==> src/rtl/dsr_phase_sequencer.sv <==
// Clock-enable sequencer for the two-stage decimating filter: tracks the DSR1 x DSR2
// sample phase, issues write slots and enable pulses, and gates output during warm-up.
module dsr_phase_sequencer #(
  parameter int DSR1       = 2,
  parameter int DSR2       = 6,
  parameter int FILL_DEPTH = 13,
  parameter int PIPE_DELAY = 2,
  parameter int SLOT_W     = (DSR1*DSR2 > 1) ? $clog2(DSR1*DSR2) : 1
) (
  input  logic              clk,
  input  logic              rst,
  input  logic              run,
  input  logic              in_valid,
  output logic [SLOT_W-1:0] slot,
  output logic              slot_we,
  output logic              ce_recurse,
  output logic              ce_ds,
  output logic              compute_en,
  output logic              valid,
  output logic [1:0]        state
);

  localparam int DSR    = DSR1 * DSR2;
  localparam int DS_MAX = (FILL_DEPTH > PIPE_DELAY) ? FILL_DEPTH : PIPE_DELAY;
  localparam int DS_W   = $clog2(DS_MAX + 1);

  typedef enum logic [1:0] {IDLE = 2'd0, FILL = 2'd1, PRIME = 2'd2, RUN = 2'd3} state_t;

  state_t            st, st_nxt;
  logic [SLOT_W-1:0] cnt1, cnt2;
  logic [DS_W-1:0]   ds_cnt;
  logic              accept, rec_done, frame_done;

  assign accept     = in_valid & run & ~rst;
  assign slot_we    = accept;
  assign slot       = cnt1 + SLOT_W'(cnt2 * DSR1);
  assign rec_done   = accept && (cnt1 == SLOT_W'(DSR1 - 1));
  assign frame_done = accept && (slot == SLOT_W'(DSR - 1));
  assign state      = st;

  // run low overrides every transition; warm-up always restarts from FILL
  always_comb begin
    st_nxt = st;
    if (!run) begin
      st_nxt = IDLE;
    end else begin
      case (st)
        IDLE:  st_nxt = FILL;
        FILL:  if (frame_done && ds_cnt == DS_W'(FILL_DEPTH - 1))
                 st_nxt = (PIPE_DELAY == 0) ? RUN : PRIME;
        PRIME: if (frame_done && ds_cnt == DS_W'(PIPE_DELAY - 1))
                 st_nxt = RUN;
        RUN:   st_nxt = RUN;
        default: st_nxt = IDLE;
      endcase
    end
  end

  always_ff @(posedge clk) begin
    if (rst) begin
      st         <= IDLE;
      cnt1       <= '0;
      cnt2       <= '0;
      ds_cnt     <= '0;
      ce_recurse <= 1'b0;
      ce_ds      <= 1'b0;
      compute_en <= 1'b0;
      valid      <= 1'b0;
    end else begin
      st         <= st_nxt;
      ce_recurse <= rec_done;
      ce_ds      <= frame_done;
      compute_en <= (st_nxt == PRIME) || (st_nxt == RUN);
      valid      <= (st_nxt == RUN);

      // ratio-1 counters collapse to constant 0 through the wrap compare
      if (!run) begin
        cnt1 <= '0;
        cnt2 <= '0;
      end else if (accept) begin
        if (cnt1 == SLOT_W'(DSR1 - 1)) begin
          cnt1 <= '0;
          cnt2 <= (cnt2 == SLOT_W'(DSR2 - 1)) ? '0 : cnt2 + 1'b1;
        end else begin
          cnt1 <= cnt1 + 1'b1;
        end
      end

      if (!run || st_nxt != st)
        ds_cnt <= '0;
      else if (frame_done && (st == FILL || st == PRIME))
        ds_cnt <= ds_cnt + 1'b1;
    end
  end

endmodule

==> config.mk <==
export PLATFORM = sky130hd
export DESIGN_NAME = dsr_phase_sequencer
export DESIGN_NICKNAME = d
export VERILOG_FILES = /design/src/rtl/dsr_phase_sequencer.sv
export SDC_FILE = /design/constraint.sdc
export NUM_CORES = 1
export LEC_CHECK = 0
export CAP_MARGIN = 20
export CELL_PAD_IN_SITES_DETAIL_PLACEMENT = 2
export CELL_PAD_IN_SITES_GLOBAL_PLACEMENT = 2
export CORE_MARGIN = 8
export CORE_UTILIZATION = 32
export CTS_CLUSTER_DIAMETER = 100
export CTS_CLUSTER_SIZE = 24
export DETAILED_ROUTE_END_ITERATION = 8
export PLACE_DENSITY = 0.74
export SLEW_MARGIN = 20
export SYNTH_ARGS = -nofsm -noshare
export SYNTH_HDL_FRONTEND = slang
export SYNTH_SLANG_ARGS = --single-unit
==> constraint.sdc <==
create_clock -name clk -period 3.2 [get_ports clk]
set_clock_uncertainty 0.2 [all_clocks]
set_input_delay 0.8 -clock clk [delete_from_list [all_inputs] [get_ports clk]]
set_output_delay 0.8 -clock clk [all_outputs]
set_load 0.05 [all_outputs]
==> metrics.md <==
| Metric | Value |
|---|---|
| Fin area | `0.00122 mm^2` |
| Final Setup Violations | `0` |
| Hold_buf cts | `0` |
| Clock latency on the worst-skew pair | `0.29 ns` |
| Routed len/inst | `16.0 um` |
| Layout overhead on the synthesized area | `22.4%` |
| Net Count, Synth | `120` |
| FF-to-FF setup slack | `0.45 ns` |
| Starting density of the core | `33.1%` |
| N_diodes | `0` |
| Worst Path Required | `2.20 ns` |
| CTS buffer count | `3` |
| Avg Inst Size Synth | `9.38 um^2` |
| RSZ-0062 raised after global routing | `no` |
| Final hold viol count | `0` |
| Post-synth top flop | `dfxtp_1` |
| Worst Setup Slack, final | `0.342 ns` |
| Crit Path Max Fanout | `7` |
| Post-DP HPWL | `2070 um` |
| Post-CTS setup buffer count | `0` |
| Fillers | `341` |
| Final Max Tran Viols | `0` |
| Library cells used by synthesis | `35` |
| H-tree depth | `1` |
| Post-synthesis sequential area ratio | `36.2%` |
| Post-route setup TNS | `0 ns` |
| Max-slew headroom | `66.4%` |
| CTS Sinks | `18` |
| DRT Wirelength | `2500 um` |
| Detailed-route via count | `824` |
| Min Tclk post-route | `2.86 ns` |
| Type of the worst min-delay path | `reg2reg` |
| Placed Area | `0.00118 mm^2` |
| Post-Synthesis Cells | `106` |
| Pint | `0.309 mW` |
| Resize count post-CTS | `0` |
| Pin count of the biggest net entering global routing | `12` |
| Critical Path AT | `1.86 ns` |
| Worst R2R Path Depth | `6` |
| Switching Power | `0.0953 mW` |
| Pleak | `0.446 nW` |
| Switching Fraction | `23.6%` |
| Ys async rst share | `0%` |
| GRT Total Usage | `10.6%` |
| Slew @ Worst Pin | `0.502 ns` |
| Combinational group share of total power | `8.5%` |
| Max-capacitance violation count | `0` |
| Reg power frac | `56.4%` |
| Fin crit share | `89.3%` |
| Cell Rows | `20` |
| Endpoint type of the worst setup path | `output pin` |
| Pre-CTS setup slack | `0.251 ns` |
| Tot Pwr | `0.405 mW` |
| Proportion of layout cells with a drive suffix above 1 | `10.6%` |
| EDFF count, synth | `0` |
| GP Congestion | `0.702` |
| Status | `finished clean` |
| I/O Pins | `15` |
| Worst setup path category | `reg2out` |
| Die X | `71.8 um` |
| Total grt overflow | `0` |
| DIE HEIGHT | `71.8 um` |
| Detail Route Antenna Nets | `0` |
| TritonCTS clock tree | `done` |
| CTS max path bufs | `2` |
| Initial antenna violation count | `0` |
| Clk slew on worst S/H paths | `0.10 ns` |
| Startpoint types | `register` |
| PortBufs | `14` |
| Synth Register Bits | `18` |
| CTS Root Cell | `clkbuf_4` |
| Number of remaining DRC errors | `0` |
| Clk pwr share | `35.0%` |
| First-pass GRT wire length | `4320 um` |
| DRT iter0 DRCs | `22` |
| Synth Warn # | `0` |
| VDD IR max | `0.000126 V` |
| Fin nets | `138` |
| Fmax | `0.350 GHz` |
| Die area | `0.00515 mm^2` |
| Vias in the first global route | `923` |
| CORE AREA | `0.00300 mm^2` |
| Hold path cells | `2` |
| Synthesized cell area | `995 um^2` |
| Power Density | `332 mW/mm^2` |
| TritonRoute pass-1 iters | `3` |
| Drt via density | `5.28` |
==> placed cells by master (no fill, tap or decap), drive strengths merged, types with 5 or more instances in the layout <==
master,n
clkdlybuf4s50,11
buf,5
nand2,5
nor2,10
dfxtp,18
ha,9
inv,7
nor3,6
a21oi,5
==> cells in the mapped netlist, types with 2 or more instances <==
cell,number,area share (%)
mux2i_1,2,2.0
nand3_1,3,1.5
nor3_1,6,3.0
a311oi_1,2,1.8
dfxtp_1,18,36
xnor2_1,4,3.5
a21oi_1,5,2.5
nor4_1,3,1.9
or3_1,3,1.9
nand2b_1,3,1.9
clkbuf_1,2,0.75
xor2_1,2,1.8
a31oi_1,2,1.3
and4b_1,2,2.0
ha_1,9,11
nand2_1,5,1.9
inv_1,7,2.6
nor2_1,10,3.8
or4bb_1,2,2.3
==> metal layers <==
layer / global-route usage [%] / wire length (um) / share of wire (%) / vias up
met4: 2.04 / 0 / 0 / 0
met2: 20.5 / 1450 / 58 / 7
li1: - / - / - / 413
met3: 3.49 / 68 / 2.7 / 0
met1: 10.6 / 981 / 39 / 404
met5: 0 / 0 / 0 / -
==> stage by stage <==
stage | utilization, % | std cells | hold slack (ns)
final | 40.5 | 156 | 0.307
after global routing | 40.5 | 156 | 0.358
after CTS | 40.5 | 156 | 0.311
after detailed placement | 39.3 | 152 | 0.300
after global placement | 39.3 | 152 | 0.284
after floorplan | - | 106 | 0.273
==> sequential cells by signal (all words and copies together) (netlist names) <==
signal,count
cnt1,4
compute_en,1
valid,1
ce_ds,1
ce_recurse,1
cnt2,4
ds_cnt,4
state,2
==> worst paths after layout <==
check | from | endpoint
max | cnt1[1] | slot[3]
min | cnt2[3] | cnt2[2]
max reg2reg | cnt1[1] | ds_cnt[3]
min reg2reg | cnt2[3] | cnt2[2]
==> power by group through the flow <==
stage                     registers (mW)  clock network [mW]  logic (mW)
after global placement             0.233                   0      0.0347
after floorplan                    0.236                   0      0.0179
final                              0.228               0.142      0.0345
after global routing               0.229               0.162      0.0372
after detailed placement           0.234                   0      0.0352
after CTS                          0.229               0.154      0.0352
==> worst max-delay path: stages, from the launching register on <==
cell and delay, ns:
dfxtp_1 0.38, ha_1 0.23, fa_1 0.38, xnor3_2 0.29, inv_1 0.08, buf_4 0.19
==> cells by family after synthesis <==
kind of cell / synth area share, %
buffers and inverters: 4.15
multiplexers: 2.01
XOR/XNOR: 7.67
AND/OR/NAND/NOR: 25.2
flip-flops: 36.2
adder cells (fa/ha/maj): 13.3
AO/OA/AOI/OAI: 11.4
==> layout make-up <==
class | count | area [um^2] | area share, %
clock buffers | 4 | 36.3 | 2.98
repair buffers | 16 | 160 | 13.2
well taps | 33 | 41.3 | 3.39
multi-input cells | 78 | 593 | 48.7
inverters | 7 | 26.3 | 2.16
flip-flops and latches | 18 | 360 | 29.6
Power figures use the tool's default switching activity.
